**config.mk**
```make
export PLATFORM = sky130hd
export DESIGN_NAME = fetch_unit
export DESIGN_NICKNAME = d
export VERILOG_FILES = /design/src/rtl/fetch_pkg.sv /design/src/rtl/pc_plus4.sv /design/src/rtl/fetch_unit.sv
export SDC_FILE = /design/constraint.sdc
export NUM_CORES = 1
export LEC_CHECK = 0
export CAP_MARGIN = 15
export CORE_ASPECT_RATIO = 1.4
export CORE_MARGIN = 10
export CORE_UTILIZATION = 50
export CTS_CLUSTER_SIZE = 20
export DETAILED_ROUTE_END_ITERATION = 16
export PLACE_DENSITY = 0.84
export SLEW_MARGIN = 25
export SYNTH_ARGS = -nofsm -noshare
export SYNTH_HDL_FRONTEND = slang
export SYNTH_SLANG_ARGS = --single-unit
```
**constraint.sdc**
```tcl
create_clock -name Clk -period 5.2 [get_ports Clk]
set_input_delay 0.78 -clock Clk [delete_from_list [all_inputs] [get_ports Clk]]
set_output_delay 0.78 -clock Clk [all_outputs]
set_load 0.05 [all_outputs]
```
**src/rtl/fetch_pkg.sv**
```systemverilog
// Shared types and constants for the MIPS instruction-fetch stage.
package fetch_pkg;

  typedef enum logic [1:0] {
    IDLE,
    REQ,
    WAIT,
    OUT
  } fetchState_t;

  localparam int          INSTR_BYTES   = 4;
  localparam logic [31:0] PC_ALIGN_MASK = 32'hFFFF_FFFC;
  localparam logic [31:0] NOP_INSTR     = 32'h0000_0000;

  // Clear the byte-offset bits so an address always points at a whole word.
  function automatic logic [31:0] alignPc(input logic [31:0] addr);
    return addr & PC_ALIGN_MASK;
  endfunction

endpackage

```
**src/rtl/pc_plus4.sv**
```systemverilog
// Combinational PC incrementer: adds one instruction width, wrapping at 2^W.
module pc_plus4
  import fetch_pkg::*;
#(
  parameter int W = 32
) (
  input  logic [W-1:0] addr,
  output logic [W-1:0] sum
);

  // Carry out of the top bit is dropped, so the last word wraps to zero.
  always_comb begin
    sum = addr + W'(INSTR_BYTES);
  end

endmodule

```
**src/rtl/fetch_unit.sv**
```systemverilog
// Instruction-fetch stage: owns the PC, issues one word fetch at a time and
// hands the returned instruction to decode under a valid/ready handshake.
module fetch_unit
  import fetch_pkg::*;
#(
  parameter int              ADDR_W   = 32,
  parameter int              DATA_W   = 32,
  parameter logic [ADDR_W-1:0] RESET_PC = '0
) (
  input  logic              Clk,
  input  logic              Reset,
  input  logic              Redirect,
  input  logic [ADDR_W-1:0] RedirectPC,
  output logic              IMemReqValid,
  input  logic              IMemReqReady,
  output logic [ADDR_W-1:0] IMemReqAddr,
  input  logic              IMemRspValid,
  input  logic [DATA_W-1:0] IMemRspData,
  output logic              IFValid,
  input  logic              IFReady,
  output logic [DATA_W-1:0] IFInstruction,
  output logic [ADDR_W-1:0] IFPC,
  output logic [ADDR_W-1:0] IFPCPlus4
);

  localparam logic [ADDR_W-1:0] RESET_PC_ALIGNED = {RESET_PC[ADDR_W-1:2], 2'b00};

  fetchState_t       state;
  fetchState_t       nextState;
  logic [ADDR_W-1:0] pc;
  logic [ADDR_W-1:0] pcPlus4;
  logic [ADDR_W-1:0] redirectAligned;
  logic              squash;

  assign redirectAligned = RedirectPC & PC_ALIGN_MASK[ADDR_W-1:0];

  // One incrementer serves both the PC advance and the IFPCPlus4 capture.
  pc_plus4 #(.W(ADDR_W)) uPcPlus4 (
    .addr (pc),
    .sum  (pcPlus4)
  );

  // State register; reset abandons any outstanding fetch.
  always_ff @(posedge Clk or negedge Reset) begin
    if (!Reset) state <= IDLE;
    else        state <= nextState;
  end

  // Next-state logic; a squashed or redirected response sends us back to REQ.
  always_comb begin
    nextState = state;
    case (state)
      IDLE: nextState = REQ;
      REQ:  if (IMemReqReady) nextState = WAIT;
      WAIT: if (IMemRspValid) nextState = (squash || Redirect) ? REQ : OUT;
      OUT:  if (Redirect || IFReady) nextState = REQ;
      default: nextState = IDLE;
    endcase
  end

  // Moore outputs decoded from state; the request address is always the PC.
  always_comb begin
    IMemReqValid = (state == REQ);
    IFValid      = (state == OUT);
    IMemReqAddr  = pc;
  end

  // PC, squash flag and IF/ID output registers.
  always_ff @(posedge Clk or negedge Reset) begin
    if (!Reset) begin
      pc            <= RESET_PC_ALIGNED;
      squash        <= 1'b0;
      IFInstruction <= DATA_W'(NOP_INSTR);
      IFPC          <= '0;
      IFPCPlus4     <= '0;
    end else begin
      case (state)
        REQ: begin
          if (Redirect) begin
            pc <= redirectAligned;
            if (IMemReqReady) squash <= 1'b1;
          end
        end
        WAIT: begin
          if (Redirect) begin
            pc     <= redirectAligned;
            squash <= 1'b1;
          end
          if (IMemRspValid) begin
            if (squash || Redirect) begin
              squash <= 1'b0;
            end else begin
              IFInstruction <= IMemRspData;
              IFPC          <= pc;
              IFPCPlus4     <= pcPlus4;
              pc            <= pcPlus4;
            end
          end
        end
        OUT: begin
          if (Redirect) pc <= redirectAligned;
        end
        default: begin
        end
      endcase
    end
  end

endmodule

```
# After elaboration in Yosys (flattened, before gate mapping)
# Cells that the tools add are included.
# W data, S select, Z words.
# totals
ff_bits	131
latch_bits	0
ramBits	0
mem_bits_ro	0
input_bits	70
output_inout_bits	130
memories	0
# classes
addsub	1
multipliers	0
div_mod_pow	0
order_cmp	0
n_eq_ne	7
n_shift	0
n_mux	15
bitwise_logic	1
reduce_logical	9
# ops
cell	count
$mux W32	3
$pmux W32 S2	1
$add A32 B3 Y32 const B	1
$reduce_and A3 Y1	3
$mux W2	4
$pmux W2 S4	1
$mux W1	5
$eq A2 B2 Y1 const B	2
$ne A2 B1 Y1 const B	2
$ne A2 B2 Y1 const B	2
$reduce_bool A2 Y1	2
$eq A2 B1 Y1 const B	1
$logic_not A2 Y1	1
$logic_or A1 B1 Y1	2
$pmux W1 S2	1
$reduce_or A2 Y1	1
$not A1 Y1	1

# Depth between registers and ports, before layout
# Gate-level depths: netlist of the first run.
# depth
ltp_word	4
depth_mapped	8

# Cells and area by module
# Synthesis of the first run repeated with hierarchy kept, for this count alone.
# unflattened
cells_unflattened	424
area_unflattened_um2	5848.1
# modules_own_cells
mod	n_inst	cells_per_inst	area_per_inst_um2	seq_area_each_um2
fetch_unit	1	341	5267.6	3278.1
pc_plus4	1	83	580.6	0.0

# Worst setup path before layout of the first run
# Ideal clock, no wire load.
# synth_timing
path_kind	reg2reg
start	register state[1]
end	register pc[12], in the netlist IMemReqAddr[12]
arrival_ns	2.129
path_slack_ns	2.944
path_stages_with_launch	8
path_buffers	0
cell_sequence	dfrtp_1 > inv_1 > ha_1 > or4b_4 > nor4_2 > nand3_1 > o21ai_0 > o2bb2a_1
# synth_via
elab_chain_len	3
word_cells_on_any_way	6
# synth_rtl
item	line	source
start, declared	fetch_unit.sv:28	fetchState_t state;
start signal, assigned	fetch_unit.sv:46	else state <= nextState;
$eq A2 B1 Y1 (*)	-	
named net IMemReqValid	fetch_unit.sv:14	output logic IMemReqValid,
$reduce_or A2 Y1 (no line) (*)	-	
$pmux W32 S2 or $reduce_bool A2 Y1 (tied branches)	-	
end signal, assigned	fetch_unit.sv:80	pc <= redirectAligned;
end signal, assigned	fetch_unit.sv:86	pc <= redirectAligned;
end signal, assigned	fetch_unit.sv:96	pc <= pcPlus4;
end, declared	fetch_unit.sv:30	logic [ADDR_W-1:0] pc;
# Mark *: on every way through the listed nets, which the timed path passes. The rest lies on a longest branch.
# A chain may end at the register's enable or synchronous reset.

# Worst setup path after layout of the first run
# layout_timing
start	register state[1]
end	output port IMemReqValid
# layout_via
elab_chain_len	1
# layout_rtl
item	line	source
$eq A2 B1 Y1	fetch_unit.sv:63	IMemReqValid = (state == REQ);
end, declared	fetch_unit.sv:14	
# No other way between the ends.

==> results.md, run 1 <==
* Final Wtd Congestion at around 0.88
* Detail Route Antenna Nets at 0
* Clock Tree Root: clkbuf_16
* CTS sink cnt at roughly 130
* Post-route DRC at 0
* Largest net degree at the start of global routing at 84
* Adder-Cell Fraction of Synth Area at under 10%
* Leading area contributor after synthesis: dfrtp_1
* Clock Skews at between 0.008 and 0.009 ns
* Synth cell types at slightly below 60
* Static Leakage at approximately 4 nW
* Vias in the first global route at 5868
* Synth Area per Inst at ~9 µm²
* Mapped Cells at 702
* RSZ-0062 raised after global routing: false
* Final cell count without fillers at 1034
* Top_reg_cell synth: dfrtp_1
* Setup tns final at 0 ns
* Compound-Gate Fraction of Synth Area at 12.5%
* Synth Area in XOR/XNOR at under 10%
* Setup Viol. Count Final at 0
* Iter 0 DRT Violations at 510
* Post-CTS Resized at 0
* Worst Path Arrival at 2.17 ns
* Crit path time final at just under 3 ns
* # diodes at 0
* Hold buffer count at cts at 0
* Worst stage delay on the critical path at ~0.88 ns
* Worst path cell trace: inv_1 -> ha_1 -> clkdlybuf4s50_1
* Synth Area in Simple Gates at 25.8%
* WL per Instance at 19.8 µm
* Core ar. at ~12000 µm²
* CP Class: reg -> out
* Num CTS Buffers at 17
* Startpoint Class: flop
* Layout area overhead at 41.3%
* FF+latch count, synth at approximately 130
* Syn. warnings at 0
* Clock-pin slew on the worst setup and hold paths at 0.06 ns
* Highest net fanout along the worst path at 8
* Cell area after synthesis at between 6000 and 7000 µm²
* Initial antenna violation count at 0
* Register area share after synthesis at about half
* Min-delay worst type: in -> async
* Final Hold Fails at 0
* Synth top area share at 51.7%
* Number of flops mapped to enable cells by yosys at 0
* Multi-input combinational cell area at about 2700 µm²
* CTS tree: yes
* GRT Residual Overflow at 0
* MaxCap Viol Count at 0
* Max_slew headroom at a little over a third
* Mux cell area share after synthesis at less than 1%
* FMAX at roughly 340 MHz
* Power density over cell area at 745 nW/µm²
* Hpwl dp at 15000 µm
* Total die area at roughly 17000 µm²
* Final-stage net count at 948
* First-pass GRT wire length at around 32000 µm
* # rows at 48
* Filler instances at between 900 and 1000
* Vias per std cell at roughly 5.7
* Clock Tree Buf Depth at 2
* Status: finished clean
* Fraction of layout cells with a size suffix above 1 at 6.45%
* Die extent in y at 152 µm
* Critical Path RT at between 4 and 5 ns
* Post-Route WL at approximately 20000 µm
* DRT Pass-1 Iters at 5
* H-tree levels at 4
* Worst skew pair latency at between 0.4 and 0.5 ns
* Gr usage total at approximately 23%
* Reg2Reg Setup Slack at roughly 2.7 ns
* Finished Core Util at a little under three quarters
* Initial core utilization at between 50% and 60%
* Vias at roughly 6000
* Syn nets at 778
* Storage element area at roughly 3200 µm²
* IO Count at 200
* Period Utilization, post-route at approximately 57%
* CP max-delay cell: clkdlybuf4s50_1
* Top cells by area, synth: dfrtp_1 (52%), nand2_1 (14%), o21ai_0 (3.5%)
* Fin. max-slew vios at 0
* Worst VDD drop at 0.410 mV
* # Post-CTS Setup Buffers at 0
* IO Port Bufs at around 200
* DIE WIDTH at between 100 and 150 µm
* Slew @ Worst Pin at ~0.95 ns
* Worst Setup End Kind: output port
* Largest family of logic cells by synthesized area: simple AND/OR/NAND/NOR gates
* Placed Cells incl. Taps at about 1000
* Asr flop ratio synth at 100%
registers in the layout, indices dropped and copies added (netlist names):
signal	flops
IFInstruction	32
state	2
IMemReqAddr	32
IFPCPlus4	30
squash	1
IFPC	32
layout by cell type (no fill, tap or decap), types with 3 or more instances in the layout:
master / count
o22ai_1: 4
nand2_1: 240
a32oi_1: 4
o2bb2a_1: 4
inv_1: 13
o31a_1: 3
clkdlybuf4s50_1: 196
xnor2_1: 15
clkinvlp_4: 6
nor3_1: 11
ha_1: 6
nand3_1: 25
or3_1: 3
clkbuf_16: 17
o21ai_0: 44
a311oi_1: 3
a31oi_1: 5
a211oi_1: 4
and4_1: 3
nand4_1: 10
o21ai_1: 4
nor3_2: 3
clkinv_2: 3
o22a_1: 7
a21oi_1: 13
dfrtp_1: 129
buf_4: 5
and3_1: 6
nor2_1: 26
o211ai_1: 3
a21o_1: 3
xor2_1: 13
a2bb2oi_1: 5
o311ai_1: 3
and2_1: 6
Yosys cell counts (11+ instances only):
cell type,n
nand2_1,240
clkbuf_1,35
dfrtp_1,129
nand3_1,26
nor2_1,26
nor3_1,11
a21oi_1,13
xor2_1,13
o21ai_0,44
xnor2_1,15
inv_1,13
power by group:
group | switching (mW) | leakage [nW] | internal, mW | total (mW)
combinational | 2.37 | 1.97 | 1.12 | 3.49
sequential | 0.480 | 1.68 | 1.43 | 1.91
clock | 0.456 | 0.267 | 0.714 | 1.17
total | 3.31 | 3.91 | 3.26 | 6.57
final cells by class:
cell class / count / share of cell area [%]
clock buffer: 18 / 4.98
clock inverter: 13 / 1.56
inverter: 14 / 0.596
multi-input combinational: 507 / 31.1
sequential: 129 / 36.6
tap: 150 / 2.13
timing repair buffer: 203 / 23.0
worst max-delay path, delay by kind of cell (launching register included):
| kind | cells | cell delay (ns) |
|---|---|---|
| flip-flops | 1 | 0.40 |
| buffers and inverters | 2 | 1.01 |
| adder cells (fa/ha/maj) | 1 | 0.34 |
logic make-up (layout without fill, tap and decap cells):
logic type,count (synthesis),count (layout)
AO/OA/AOI/OAI,119,119
flip-flops,129,129
XOR/XNOR,28,28
buffers and inverters,66,248
multiplexers,2,2
adder cells (fa/ha/maj),6,6
AND/OR/NAND/NOR,352,352
stage by stage:
stage	hold WS, ns	power, mW	instance area [µm²]	setup slack [ns]
floorplan	0.454	4.13	6240	2.94
global placement	0.458	5.32	8240	2.05
detailed placement	0.465	5.42	8240	2.00
CTS	0.444	6.60	8820	2.25
global route	0.449	6.86	8820	2.18
finish	0.400	6.57	8820	2.25
path summary, 6_finish.rpt:
check | startpoint | end | cells past startpoint
min reg2reg | IFInstruction[13] | IFInstruction[13] | 2
min | Reset | IFPC[19] | 1
min in group Clk | IFInstruction[13] | IFInstruction[13] | 2
max in group asynchronous | Reset | IMemReqAddr[4] | 2
max reg2reg | state[1] | IMemReqAddr[31] | 7
max | state[1] | IMemReqValid | 3
per-layer routing:
| metal | up-vias | global-route usage [%] | share of wire, % |
|---|---|---|---|
| li1 | 2709 | - | - |
| met1 | 2880 | 25.7 | 37 |
| met2 | 288 | 38.7 | 51 |
| met3 | 51 | 6.90 | 8.3 |
| met4 | 0 | 10.1 | 3.6 |
| met5 | - | 0 | 0 |
Power figures use the tool's default switching activity.
==> run 2, diff against run 1 <==
--- a/config.mk
+++ b/config.mk
@@ -8,10 +8,10 @@
 export CAP_MARGIN = 15
 export CORE_ASPECT_RATIO = 1.4
 export CORE_MARGIN = 10
-export CORE_UTILIZATION = 50
+export CORE_UTILIZATION = 42
 export CTS_CLUSTER_SIZE = 20
 export DETAILED_ROUTE_END_ITERATION = 16
-export PLACE_DENSITY = 0.84
+export PLACE_DENSITY = 0.75
 export SLEW_MARGIN = 25
 export SYNTH_ARGS = -nofsm -noshare
 export SYNTH_HDL_FRONTEND = slang
==> constraint.sdc (replaced) <==
create_clock -name Clk -period 2.5 [get_ports Clk]
set_input_delay 0.375 -clock Clk [delete_from_list [all_inputs] [get_ports Clk]]
set_output_delay 0.375 -clock Clk [all_outputs]
set_load 0.05 [all_outputs]
==> results.md, run 2 (synthesis gave the netlist of run 1 again) <==
* FMAX at around 430 MHz
* Vias at 5739 (-3.2%)
* Core ar. at 14500 µm² (+18%)
* # rows at 52 (+8.3%)
* CP Class: reg -> out
* Crit path time final at between 2 and 2.5 ns
* Worst VDD drop at 0.798 mV (+95%)
* Post-route DRC at 0 (unchanged)
* DIE WIDTH at 123 µm (+7.5%)
* CP bufs+invs at 2 (unchanged)
* Setup Viol. Count Final at 0 (unchanged)
* Hold path startpoint: IFInstruction[6]
* Clock-pin slew on the worst setup and hold paths at 0.06 ns (about the same)
* CP max-delay cell: clkdlybuf4s50_1
* DRT Pass-1 Iters at 5 (unchanged)
* Vias in the first global route at 5783 (-1.4%)
* Crit path from: IMemReqAddr[8]
* Fraction of layout cells with a size suffix above 1 at 9.69% (+3.2 points)
* Gr usage total at 19.9% (-3.0 points)
* Largest net degree at the start of global routing at 60 (-29%)
* CTS sink cnt at 129 (unchanged)
* Initial core utilization at 43.0% (-7.7 points)
* Min-delay worst type: reg -> reg
* Clock Tree Buf Depth at 2 (unchanged)
* Period Utilization, post-route at a little over nine tenths
* Hpwl dp at 15100 µm (+0.63%)
* Worst stage delay on the critical path at 0.82 ns (-0.06 ns)
* # diodes at 0 (unchanged)
* Power density over cell area at 1520 nW/µm² (+100%)
* Commonest non-fill, non-tap cell in the layout: nand2_1
* CP delay by family, top: buffers and inverters
* H-tree levels at 4 (unchanged)
* Final Hold Fails at 0 (unchanged)
* Worst skew pair latency at 0.42 ns (about the same)
* Worst Setup End Kind: output port
* MaxCap Viol Count at 0 (unchanged)
* Static Leakage at 4.15 nW (+6.0%)
* CTS tree: yes
* Max_slew headroom at 60.8% (+24 points)
* Placed inst area at 8600 µm² (+4.3%)
* Highest net fanout along the worst path at 8 (unchanged)
* Setup tns final at 0 ns (unchanged)
* IO Port Bufs at 197 (unchanged)
* Clock Skews at 0.0109 ns (+0.00199 ns)
* Final Wtd Congestion at 0.891 (+1.3%)
* Final-stage net count at 981 (+3.5%)
* RR Startpoint: state[1]
* Fin area at 9260 µm² (+4.9%)
* Post-Route WL at 20300 µm (-0.86%)
* Vias per std cell at 5.18 (-9.6%)
* First-pass GRT wire length at 31600 µm (-0.97%)
* Status: finished clean
* RSZ-0062 raised after global routing: false
* Layout area overhead at 48.3%
* Clock Tree Root: clkbuf_16
* Startpoint Class: flop
* Slew @ Worst Pin at 0.588 ns (-0.364 ns)
* GRT Residual Overflow at 0 (unchanged)
* WL per Instance at 18.3 µm (-7.4%)
* Total die area at 20200 µm² (+16%)
* IO Count at 200 (unchanged)
* Fin. max-slew vios at 0 (unchanged)
* Worst Path Arrival at 1.98 ns (-0.19 ns)
* Die extent in y at 164 µm (+7.9%)
* Initial antenna violation count at 0 (unchanged)
* Most frequent cells in the layout: nand2_1 (240), clkdlybuf4s50_1 (195), dfrtp_1 (129), o21ai_0 (44), buf_4 (32)
* Detail Route Antenna Nets at 0 (unchanged)
* Critical Path RT at 2.12 ns (-2.30 ns)
* Iter 0 DRT Violations at 392 (-23%)
* Num CTS Buffers at 17 (unchanged)
* Worst path cell trace: buf_4 -> clkdlybuf4s50_1
[run 2: layout make-up]
cell class | count | area [µm²]
Clock buffer | 19 | 443
Fill cell | 1186 | 5250
Clock inverter | 13 | 208
Timing Repair Buffer | 236 | 2340
Inverter | 14 | 52.6
Tap cell | 189 | 236
Multi-Input combinational cell | 507 | 2750
Sequential cell | 129 | 3230
[run 2: power by group]
part           internal [mW]  leakage (nW)  switching [mW]  total, mW
Combinational           2.48          2.16            5.02       7.50
Clock                   1.80         0.318           0.943       2.74
Sequential              2.98          1.68           0.884       3.86
[run 2: metrics by stage]
stage	total power, mW	cells	util, %	hold WS [ns]	worst slack, ns
after floorplan	8.58	702	-	0.0794	0.244
after global placement	11.3	1074	59.2	0.389	0.172
after detailed placement	11.4	1074	59.2	0.397	0.144
after CTS	14.2	1107	63.8	0.475	0.145
after global routing	14.8	1107	63.8	0.492	0.0951
final	14.1	1107	63.8	0.473	0.147
[run 2: worst min-delay path, delay by kind of cell, from the launching register on]
| family | cells | cell delay [ns] |
|---|---|---|
| AND/OR/NAND/NOR | 2 | 0.10 |
| flip-flops | 1 | 0.34 |
[run 2: what timing repair did]
action,in CTS,in global routing
endpoints found under the hold margin,56,0
buffers inserted,0,0
hold buffers,1,0
resized for setup,1,0
endpoints found under the setup margin,1,0
[run 2: path summary, 6_finish.rpt]
check	endpoint	slack, ns	cells after the start
max in group asynchronous	IFPCPlus4[10]	1.34	3
hold / removal	IFInstruction[6]	0.47	2
hold reg to reg	IFInstruction[6]	0.47	2
setup reg to reg	IMemReqAddr[12]	0.33	8
setup / recovery	IMemReqAddr[8]	0.15	2
min in group asynchronous	IFPC[17]	0.49	2
[run 2: routing by layer]
metal,track usage (%),share of wire (%),wire length (µm)
met1,22.6,39,7850
met2,33.8,51,10300
met3,6.12,7.6,1530
met4,8.17,3.1,619
met5,0,0,0
==> run 3, diff against run 2 <==
--- a/config.mk
+++ b/config.mk
@@ -12,6 +12,7 @@
 export CTS_CLUSTER_SIZE = 20
 export DETAILED_ROUTE_END_ITERATION = 16
 export PLACE_DENSITY = 0.75
+export RECOVER_POWER = 25
 export SLEW_MARGIN = 25
 export SYNTH_ARGS = -nofsm -noshare
 export SYNTH_HDL_FRONTEND = slang
==> results.md, run 3 (synthesis gave the netlist of run 1 again) <==
* Clock Skews at 0.0104 ns (-0.000522 ns)
* MaxCap Viol Count at 1 (+1)
* FMAX at 425 MHz (about the same)
* Slew @ Worst Pin at 1.59 ns (+1.00 ns)
* Top sig layer: met4
* CTS tree: yes
* Final Hold Fails at 0 (unchanged)
* Iter 0 DRT Violations at 387 (-1.3%)
* Post-route DRC at 0 (unchanged)
* First-pass GRT wire length at 31600 µm (unchanged)
* Crit path from: IMemReqAddr[8]
* Initial antenna violation count at 0 (unchanged)
* Placed inst area at 8600 µm² (unchanged)
* Final Wtd Congestion at 0.891 (unchanged)
* Status: finished, violations left
* Commonest non-fill, non-tap cell in the layout: nand2_1
* # Post-CTS Setup Buffers at 0 (unchanged)
* WL per Instance at 18.3 µm (about the same)
* Fin area at 9250 µm² (about the same)
* RR Startpoint: state[1]
* Startpoint Class: flop
* Worst Setup End Kind: output port
* Setup tns final at 0 ns (unchanged)
* Vias per std cell at 5.20 (+0.23%)
* Critical Path RT at 2.12 ns (about the same)
* Final-stage net count at 981 (unchanged)
* Period Utilization, post-route at 94.1% (about the same)
* # diodes at 0 (unchanged)
* Crit path time final at 2.35 ns (-0.00102 ns)
* IO Port Bufs at 197 (unchanged)
* Initial core utilization at 43.0% (unchanged)
* Met3 wire length at 1510 µm (-1.2%)
* DIE WIDTH at 123 µm (unchanged)
* Hpwl dp at 15100 µm (unchanged)
* Wire length on met1 at 7890 µm (+0.56%)
* Max_slew headroom at -6.13% (-67 points)
* Gr usage total at 19.9% (unchanged)
* Fin. max-slew vios at 59 (+59)
* CP Class: reg -> out
* Hold path startpoint: IFInstruction[6]
* Vias in the first global route at 5783 (unchanged)
* Vias at 5752 (+0.23%)
* WL met2 at 10300 µm (-0.32%)
* Core ar. at 14500 µm² (unchanged)
* Num CTS Buffers at 17 (unchanged)
* Most frequent cells in the layout: nand2_1 (240), clkdlybuf4s50_1 (195), dfrtp_1 (129), o21ai_0 (44), buf_4 (31)
* Worst skew pair latency at 0.42 ns (about the same)
* # rows at 52 (unchanged)
* Die extent in y at 164 µm (unchanged)
* Clock Tree Buf Depth at 2 (unchanged)
* Detail Route Antenna Nets at 0 (unchanged)
* Power density over cell area at 1530 nW/µm² (about the same)
* DRT Pass-1 Iters at 5 (unchanged)
* Largest net degree at the start of global routing at 60 (unchanged)
* H-tree levels at 4 (unchanged)
* Min-delay worst type: reg -> reg
* Clock Tree Root: clkbuf_16
* Post-Route WL at 20300 µm (about the same)
* GRT Residual Overflow at 0 (unchanged)
* IO Count at 200 (unchanged)
* Layout area overhead at 48.1% (about the same)
* Setup Viol. Count Final at 0 (unchanged)
* CTS sink cnt at 129 (unchanged)
* Worst VDD drop at 0.798 mV (about the same)
* Tot Pwr at 14.1 mW (about the same)
* Static Leakage at 4.15 nW (about the same)
* Fraction of layout cells with a size suffix above 1 at 9.69% (unchanged)
* Failing checks: max-capacitance violations, max-slew violations
* Total die area at 20200 µm² (unchanged)
* Highest net fanout along the worst path at 8 (unchanged)
* Clock-pin slew on the worst setup and hold paths at 0.06 ns (about the same)
* Worst Path Arrival at 1.98 ns (about the same)
* RSZ-0062 raised after global routing: false
[run 3: power breakdown]
group / total, mW / internal, mW / switching [mW]
sequential: 3.86 / 2.98 / 0.884
clock: 2.74 / 1.80 / 0.942
combinational: 7.50 / 2.48 / 5.02
[run 3: timing repair]
| item | 4_1_cts | 5_1_grt |
|---|---|---|
| setup endpoints to repair | 1 | 0 |
| endpoints found under the hold margin | 56 | 0 |
| hold buffers | 1 | 0 |
| gates resized for setup | 1 | 0 |
[run 3: final timing paths]
| kind | endpoint | slack (ns) | cells past startpoint |
|---|---|---|---|
| worst min-delay path | IFInstruction[6] | 0.47 | 2 |
| worst max-delay path | IMemReqAddr[8] | 0.15 | 2 |
| min in group asynchronous | IFPC[17] | 0.87 | 2 |
| max in group asynchronous | IFPCPlus4[10] | 0.41 | 3 |
| worst min register to register | IFInstruction[6] | 0.47 | 2 |
| worst max register to register | IMemReqAddr[12] | 0.33 | 8 |
[run 3: worst max-delay path: stages, from the launching register on]
cell and delay, ns:
dfrtp_1 0.51, buf_4 0.23, clkdlybuf4s50_1 0.82
[run 3: cell type report]
class                      count  area (µm²)
clock buffer                  19         443
clock inverter                13         208
tap                          189         236
multi-input combinational    507        2750
fill                        1189        5260
inverter                      14        52.6
sequential                   129        3230
timing repair buffer         236        2330
[run 3: through the flow]
| stage | instances | utilization, % | setup WS [ns] | hold WS (ns) |
|---|---|---|---|---|
| after global routing | 1107 | 63.7 | 0.0895 | 0.492 |
| after floorplan | 702 | - | 0.244 | 0.0794 |
| after global placement | 1074 | 59.2 | 0.172 | 0.389 |
| final | 1107 | 63.7 | 0.148 | 0.473 |
| after detailed placement | 1074 | 59.2 | 0.144 | 0.397 |
| after CTS | 1107 | 63.8 | 0.145 | 0.475 |
[run 3: metal layers]
layer,up-vias,global-route usage (%)
li1,2790,-
met1,2718,22.6
met2,199,33.8
met3,45,6.12
met4,0,8.17
met5,-,0
